$ cat config.mk
export PLATFORM = sky130hd
export DESIGN_NAME = uart_tx_fifo
export DESIGN_NICKNAME = d
export VERILOG_FILES = /design/src/rtl/uart_tx_fifo_pkg.sv /design/src/rtl/sync_fifo_ram.sv /design/src/rtl/uart_tx_fifo.sv
export SDC_FILE = /design/constraint.sdc
export NUM_CORES = 1
export LEC_CHECK = 0
export CAP_MARGIN = 0
export CORE_UTILIZATION = 40
export DETAILED_ROUTE_END_ITERATION = 7
export HOLD_SLACK_MARGIN = 0.06
export PLACE_DENSITY_LB_ADDON = 0.25
export SETUP_SLACK_MARGIN = 0.15
export SYNTH_ARGS = -nofsm -noshare
export SYNTH_HDL_FRONTEND = slang
export SYNTH_SLANG_ARGS = --single-unit
$ cat constraint.sdc
create_clock -name clk -period 2.8 [get_ports clk]
set_clock_uncertainty 0.1 [all_clocks]
set_input_delay 0.28 -clock clk [delete_from_list [all_inputs] [get_ports clk]]
set_output_delay 0.28 -clock clk [all_outputs]
set_load 0.01 [all_outputs]
$ cat src/rtl/uart_tx_fifo_pkg.sv
// Shared definitions for the uart transmit buffer: data width and the
// encodings of the drain-side handshake FSM.
package uart_tx_fifo_pkg;

  localparam int DATA_W = 8;

  typedef enum logic [1:0] {
    ST_IDLE       = 2'd0,
    ST_WAIT_START = 2'd1,
    ST_WAIT_DONE  = 2'd2
  } state_t;

endpackage

$ cat src/rtl/sync_fifo_ram.sv
// DEPTH x DATA_W register array: one synchronous write port and an
// asynchronous (combinational) read port addressed by the read pointer.
module sync_fifo_ram #(
  parameter int DEPTH  = 16,
  parameter int AW     = 4,
  parameter int DATA_W = 8
) (
  input  logic              clk,
  input  logic              i_we,
  input  logic [AW-1:0]     i_waddr,
  input  logic [DATA_W-1:0] i_wdata,
  input  logic [AW-1:0]     i_raddr,
  output logic [DATA_W-1:0] o_rdata
);

  logic [DATA_W-1:0] r_mem [DEPTH];

  // Contents are never reset; pointers and count define what is valid.
  always_ff @(posedge clk) begin
    if (i_we) begin
      r_mem[i_waddr] <= i_wdata;
    end
  end

  assign o_rdata = r_mem[i_raddr];

endmodule

$ cat src/rtl/uart_tx_fifo.sv
// Transmit-side byte FIFO in front of the uart core: buffers CPU writes and
// feeds them to the uart one frame at a time via transmit/is_transmitting.
module uart_tx_fifo
  import uart_tx_fifo_pkg::*;
#(
  parameter int DEPTH = 16,
  parameter int AW    = 4
) (
  input  logic              clk,
  input  logic              rst,
  input  logic              wr_en,
  input  logic [DATA_W-1:0] wr_data,
  input  logic              flush,
  output logic              full,
  output logic              empty,
  output logic [AW:0]       count,
  output logic              overflow,
  output logic              busy,
  output logic              transmit,
  output logic [DATA_W-1:0] tx_byte,
  input  logic              is_transmitting
);

  localparam logic [AW:0] FULL_CNT = (AW+1)'(DEPTH);

  logic [AW-1:0]     r_wr_ptr;
  logic [AW-1:0]     r_rd_ptr;
  logic [AW:0]       r_count;
  logic              r_full;
  logic              r_empty;
  logic              r_overflow;
  logic              r_transmit;
  logic [DATA_W-1:0] r_tx_byte;
  state_t            r_state;

  state_t            w_state_nxt;
  logic              w_push;
  logic              w_pop;
  logic [AW:0]       w_count_nxt;
  logic [DATA_W-1:0] w_rd_data;

  // A write is refused while full even if a pop frees a slot this cycle.
  assign w_push = wr_en & ~r_full & ~flush;

  sync_fifo_ram #(
    .DEPTH  (DEPTH),
    .AW     (AW),
    .DATA_W (DATA_W)
  ) u_ram (
    .clk     (clk),
    .i_we    (w_push),
    .i_waddr (r_wr_ptr),
    .i_wdata (wr_data),
    .i_raddr (r_rd_ptr),
    .o_rdata (w_rd_data)
  );

  always_comb begin
    w_count_nxt = r_count;
    case ({w_push, w_pop})
      2'b10:   w_count_nxt = r_count + (AW+1)'(1);
      2'b01:   w_count_nxt = r_count - (AW+1)'(1);
      default: w_count_nxt = r_count;
    endcase
  end

  always_ff @(posedge clk or negedge rst) begin
    if (!rst) begin
      r_wr_ptr   <= '0;
      r_rd_ptr   <= '0;
      r_count    <= '0;
      r_full     <= 1'b0;
      r_empty    <= 1'b1;
      r_overflow <= 1'b0;
    end else begin
      if (flush) begin
        r_wr_ptr <= '0;
        r_rd_ptr <= '0;
        r_count  <= '0;
        r_full   <= 1'b0;
        r_empty  <= 1'b1;
      end else begin
        if (w_push) r_wr_ptr <= r_wr_ptr + AW'(1);
        if (w_pop)  r_rd_ptr <= r_rd_ptr + AW'(1);
        r_count <= w_count_nxt;
        r_full  <= (w_count_nxt == FULL_CNT);
        r_empty <= (w_count_nxt == '0);
      end
      r_overflow <= wr_en & r_full & ~flush;
    end
  end

  always_ff @(posedge clk or negedge rst) begin
    if (!rst) begin
      r_state <= ST_IDLE;
    end else begin
      r_state <= w_state_nxt;
    end
  end

  // Flush suppresses a pending pop so the FSM simply stays in IDLE.
  always_comb begin
    w_state_nxt = r_state;
    w_pop       = 1'b0;
    case (r_state)
      ST_IDLE: begin
        if (!r_empty && !flush) begin
          w_pop       = 1'b1;
          w_state_nxt = ST_WAIT_START;
        end
      end
      ST_WAIT_START: begin
        if (is_transmitting) w_state_nxt = ST_WAIT_DONE;
      end
      ST_WAIT_DONE: begin
        if (!is_transmitting) w_state_nxt = ST_IDLE;
      end
      default: w_state_nxt = ST_IDLE;
    endcase
  end

  // tx_byte only changes on a pop, so it is held through the whole frame.
  always_ff @(posedge clk or negedge rst) begin
    if (!rst) begin
      r_transmit <= 1'b0;
      r_tx_byte  <= '0;
    end else begin
      r_transmit <= w_pop;
      if (w_pop) r_tx_byte <= w_rd_data;
    end
  end

  assign full     = r_full;
  assign empty    = r_empty;
  assign count    = r_count;
  assign overflow = r_overflow;
  assign transmit = r_transmit;
  assign tx_byte  = r_tx_byte;
  assign busy     = (r_state != ST_IDLE) | ~r_empty;

endmodule

; ---- After elaboration in Yosys (flattened, before gate mapping)
; Memories as Yosys holds them, arrays and structs flattened. A register that Yosys moved wholly into a read port is not among the register bits.
; Cells that the tools add are included.
; W data, S select, Z words.
[op_classes]
addsub = 4
eq_ne = 8
muxes = 16
bitwise = 8
n_reduce_logical = 10
[op_table]
columns = op, n
row1 = $mux W4, 4
row2 = $pmux W5 S2, 1
row3 = $add A4 B1 Y4 const B, 2
row4 = $mux W1, 6
row5 = $mux W2, 3
row6 = $ne A2 B2 Y1 const B, 3
row7 = $pmux W2 S3, 1
row8 = $reduce_bool A2 Y1, 3
row9 = $add A5 B1 Y5 const B, 1
row10 = $eq A5 B5 Y1 const B, 1
row11 = $logic_not A5 Y1, 1
row12 = $mux W5, 1
row13 = $sub A5 B1 Y5 const B, 1
row14 = $and A1 B1 Y1, 4
row15 = $eq A2 B1 Y1 const B, 2
row16 = $eq A2 B2 Y1 const B, 2
row17 = $logic_not A1 Y1, 3
row18 = $not A1 Y1, 3
row19 = $reduce_and A3 Y1, 1
row20 = $logic_not A2 Y1, 1
row21 = $logic_and A1 B1 Y1, 1
row22 = $or A1 B1 Y1, 1
[totals]
register_bits = 19
ramBits = 128
in_bits = 13
mem_count = 1
[memory_table]
columns = name, depth, word_bits, read_ports, rd_clocked_by_memory_dff, write_ports, line
row1 = u_ram.r_mem, 16, 8, 1, 1, 1, sync_fifo_ram.sv:16  ; logic [DATA_W-1:0] r_mem [DEPTH];

; ---- Depth between registers and ports, before layout
[logic_depth]
depth_word = 8
ltp_mapped = 11
mapped_depth_nobuf = 10

; ---- Cells and area by module
; A second synthesis with hierarchy kept.
[hier_totals]
hier_cells = 363
hier_area_um2 = 6391.1
[modules_own_cells]
columns = mod, instances, cells_each, area_each_um2, seq_area_each_um2
row1 = sync_fifo_ram, 1, 221, 4987.3, 3843.7
row2 = uart_tx_fifo, 1, 142, 1403.8, 676.9

; ---- Least setup slack after synthesis
; OpenSTA, ideal clock, no wires.
[synth_timing]
path_kind = register to register
startpoint = register r_state[1]
endpoint = register r_empty, in the netlist empty
setup_time_ns = 0.074
arrival_time_ns = 2.651
required_ns = 2.626
setup_slack_ns = -0.025
path_stages_with_launch = 11
cell_sequence = dfrtp_1 > or4_4 > buf_6 > inv_1 > buf_1 > ha_1 > a21oi_1 > xnor3_1 > nor4b_2 > o221ai_1 > o21bai_1
[synth_between]
elab_chain_len = 6
elab_cells_between_ends = 7
cone_classes = eq/ne: 2 / mux: 3 / reduce/logical: 2
[synth_lines]
columns = item, line
row1 = start: declaration, uart_tx_fifo.sv:34  ; state_t r_state;
row2 = start signal: assignment, uart_tx_fifo.sv:97  ; r_state <= w_state_nxt;
row3 = $logic_not A2 Y1 (*), uart_tx_fifo.sv:105  ; case (r_state)
row4 = $mux W1 (*), uart_tx_fifo.sv:105
row5 = $eq A2 B1 Y1 / $eq A2 B2 Y1 (equally long branches), uart_tx_fifo.sv:60  ; case ({w_push, w_pop})
row6 = $pmux W5 S2 (*), uart_tx_fifo.sv:60
row7 = $logic_not A5 Y1 (*), uart_tx_fifo.sv:87  ; r_empty <= (w_count_nxt == '0);
row8 = $mux W1 (*), uart_tx_fifo.sv:76  ; if (flush) begin
row9 = end signal: assignment, uart_tx_fifo.sv:87
row10 = end: declaration, uart_tx_fifo.sv:30  ; logic r_empty;
; Every way passes the cells marked *; elsewhere a longest branch is shown, timed or not.
; A chain may end at the register's enable or synchronous reset.

; ---- Worst setup path in the final report
[layout_timing]
startpoint = register r_state[0]
endpoint = register r_count[4], in the netlist count[4]
[layout_between]
elab_chain_len = 5
elab_cells_between_ends = 6
cone_classes = eq/ne: 2 / mux: 3 / reduce/logical: 1
[layout_lines]
columns = item, line
row1 = $logic_not A2 Y1 (*), uart_tx_fifo.sv:105
row2 = $mux W1 (*), uart_tx_fifo.sv:105
row3 = $eq A2 B1 Y1 / $eq A2 B2 Y1 (equally long branches), uart_tx_fifo.sv:60
row4 = $pmux W5 S2 (*), uart_tx_fifo.sv:60
row5 = $mux W5 (*), uart_tx_fifo.sv:76
row6 = end signal: assignment, uart_tx_fifo.sv:85  ; r_count <= w_count_nxt;
row7 = end: declaration, uart_tx_fifo.sv:28  ; logic [AW:0] r_count;
; Marked as above.

==> impl_metrics.py <==
metrics = {
    "drt": {
        "wl_met1_mm": 5.58,
        "viasPerCell": 5.17,
        "firstDrtPassIters": 5,
        "drt_iter0_drc": 247,
        "routed.top_layer": "met4",
        "wirelength_mm": 11.9,
        "wl_met2_mm": 5.65,
        "routedWlPerCell_um": 18.7,
        "vias": 3289,
        "wl_met3_um": 556,
        "postRouteAntennaNets": 0,
        "route.detailed.drc": 0,
    },
    "clock_network": {
        "cts_buffers": 17,
        "clk_pin_slew_worst_paths_ns": 0.06,
        "cts_tree": "done",
        "cts.htree.levels": 4,
        "cts_buffer_depth": 2,
        "cts_num_sinks": 155,
        "holdBufCountCts": 0,
        "cts_root_buffer": "clkbuf_16",
        "clock_latency_ns": 0.42,
    },
    "timing": {
        "setup_violations": 0,
        "slew_violations": 0,
        "rsz0062_at_grt": "false",
        "slew_headroom_pct": 58.4,
        "tightest_slew_ns": 0.625,
        "period_minus_slack_ns": 2.59,
        "period_share_pct": 92.4,
        "fmax_ghz": 0.387,
        "whs_ns": 0.137,
        "hold_viol_final": 0,
        "setup_tns_ns": 0,
    },
    "power_and_ir_drop": {
        "clockPowerShare_pct": 36.4,
        "power_frac_comb_pct": 19.9,
        "peakVddDrop_mv": 0.448,
        "p_switching_w": 0.00152,
        "p_int_w": 0.00466,
        "powerDensity_nw_per_um2": 803,
        "leakagePower_nw": 2.62,
        "power_frac_seq_pct": 43.7,
        "swShare_pct": 24.6,
    },
    "die": {
        "die_w_um": 128,
        "die_height_um": 128,
        "ios": 31,
        "core_area_um2": 15400,
        "start_util_pct": 41.4,
        "die_area_um2": 16400,
        "rows": 45,
    },
    "final_layout": {
        "mostFrequentLayoutCell": "edfxtp_1",
        "area_growth_pct": 20.9,
        "finalNetCount": 433,
        "layout_common_cells": "edfxtp_1 (128), mux4_2 (40), nand2_1 (35)",
        "drive_gt1_share_pct": 25.4,
        "num-fill-cells": 1247,
        "diodes": 0,
        "fin_cells": 636,
    },
    "global_routing": {
        "grt_first_pass_wirelength_mm": 19.3,
        "grt_util_all_layers_pct": 16.3,
        "grt_start_max_net_pins": 36,
        "grt_pass1_vias": 3462,
        "grt_remaining_overflow": 0,
        "antenna_found_initial": 0,
    },
    "synthesis": {
        "synthAdderAreaFrac_pct": 1.38,
        "async_flop_share_pct": 17.4,
        "synth_xor_area_share_pct": 1.87,
        "synthSimpleGateAreaFrac_pct": 7.08,
        "synth_nets": 377,
        "synth_area_um2": 6360,
        "ys_types": 41,
        "ys_ff_latch": 155,
        "muxShareOfSynthArea_pct": 14.3,
        "synth_enable_flop_cells": 128,
        "synth.avg_cell_area_um2": 17.8,
        "synth_compound_area_share_pct": 2.50,
        "synth_ff_type": "edfxtp_1",
        "post_synth_inst_count": 357,
        "seq_area_frac_synth_pct": 71.0,
        "synth_top_family_by_area": "multiplexers",
        "ys_warn_count": 0,
    },
    "critical_path": {
        "critPathSlowestCell": "or4_4",
        "cp_max_fo": 5,
        "critPathLaunchType": "flip-flop",
        "crit_type": "reg -> reg",
        "path_cells": "or4_4, nor2_8, xnor2_1, ha_2, a21oi_4, nand2b_4, o21ai_2, a2111oi_4, xnor2_2, nor2_1",
        "timing.rr.start": "r_state[0]",
        "cp-startpoint": "r_state[0]",
        "max_stage_delay_ns": 0.54,
        "worstSetupEndpointType": "flip-flop",
        "cp_data_arrival_time_ns": 2.78,
        "crit_required_ns": 3.00,
    },
    "placement": {
        "io_buffers": 30,
        "gp_congestion": 0.836,
        "placedCellCount": 604,
        "dp_hpwl_mm": 7.96,
    },
    "status": {
        "status": "finished, final reports clean",
    },
    "flow_run": {
        "max_cap_violations": 0,
    },
    "worst_hold_path": {
        "hp-class": "in -> async",
    },
}
synthesized netlist by cell type, drive strengths merged (4+ instances only):
cell    number  area share [%]
inv          7            0.41
or3          4            0.39
ha           7             1.4
xor2         6            0.83
dfrtp       26              10
nand2       35             2.1
o21ai        6            0.47
buf          6            0.53
nand2b       9            0.88
nor2        25             1.7
xnor2        5            0.69
nor3         4            0.39
clkbuf      15            0.88
mux4        40              14
edfxtp     128              60
a21oi        8            0.63
final cells by class:
class	instances	area, µm²	area share (%)
Clock inverter	13	151	1.97
Sequential cell	155	4520	58.8
Inverter	7	26.3	0.342
Multi-Input combinational cell	174	1780	23.1
Clock buffer	18	429	5.58
Timing Repair Buffer	58	523	6.80
Tap cell	211	264	3.43
cells by family after synthesis:
family	after synthesis
muxes	41
xor gates and xnor gates	12
AOI/OAI and AO/OA	23
DFF	155
and+or+nand+nor	91
buffers and inverters	28
adders and majority gates	7
through the flow:
stage               power, W  cell area, µm²  worst slack, ns  utilization (%)
CTS                  0.00622            7640            0.161             49.7
floorplan            0.00350            6370            0.182                -
detailed placement   0.00396            7060           -0.135             45.9
global route         0.00645            7690            0.120             50.1
global placement     0.00393            7060          -0.0984             45.9
finish               0.00618            7690            0.214             50.1
per-layer routing:
layer / up-vias / GRT usage (%)
li1: 1496 / -
met1: 1686 / 22.3
met2: 95 / 24.7
met3: 12 / 4.01
met4: 0 / 7.27
met5: - / 0
path summary, 6_finish.rpt:
path	endpoint	slack, ns	cells after the start
worst max-delay path	count[4]	0.21	10
worst min-delay path	full	0.14	2
worst max register to register	count[4]	0.21	10
worst min register to register	tx_byte[1]	0.39	2
max in group asynchronous	empty	2.16	2
min in group clk	overflow	0.34	3
repair_timing:
item | CTS | global route
pin swaps | 1 | 6
setup buffers | 0 | 1
resized for setup | 0 | 8
setup endpoints to repair | 2 | 3
endpoints found under the hold margin | 0 | 0
flip-flops by register name (all words and copies together) (netlist names):
signal and flops:
r_rd_ptr 4, u_ram.r_mem 128, count 5, transmit 1, overflow 1, empty 1
tx_byte 8, r_state 2, full 1, r_wr_ptr 4
power groups by stage:
stage               Sequential, W  Combinational [W]  Clock, W
finish                    0.00270            0.00123   0.00225
global route              0.00271            0.00134   0.00239
CTS                       0.00270            0.00122   0.00230
detailed placement        0.00275            0.00121         0
global placement          0.00274            0.00119         0
floorplan                 0.00275           0.000747         0
worst max-delay path: cells and delay by family, from the launching register on:
kind	cells	cell delay [ns]
AOI/OAI and AO/OA	3	0.63
DFF	1	0.41
xor gates and xnor gates	2	0.25
adders and majority gates	1	0.20
and+or+nand+nor	4	0.89
Power figures use the tool's default switching activity.
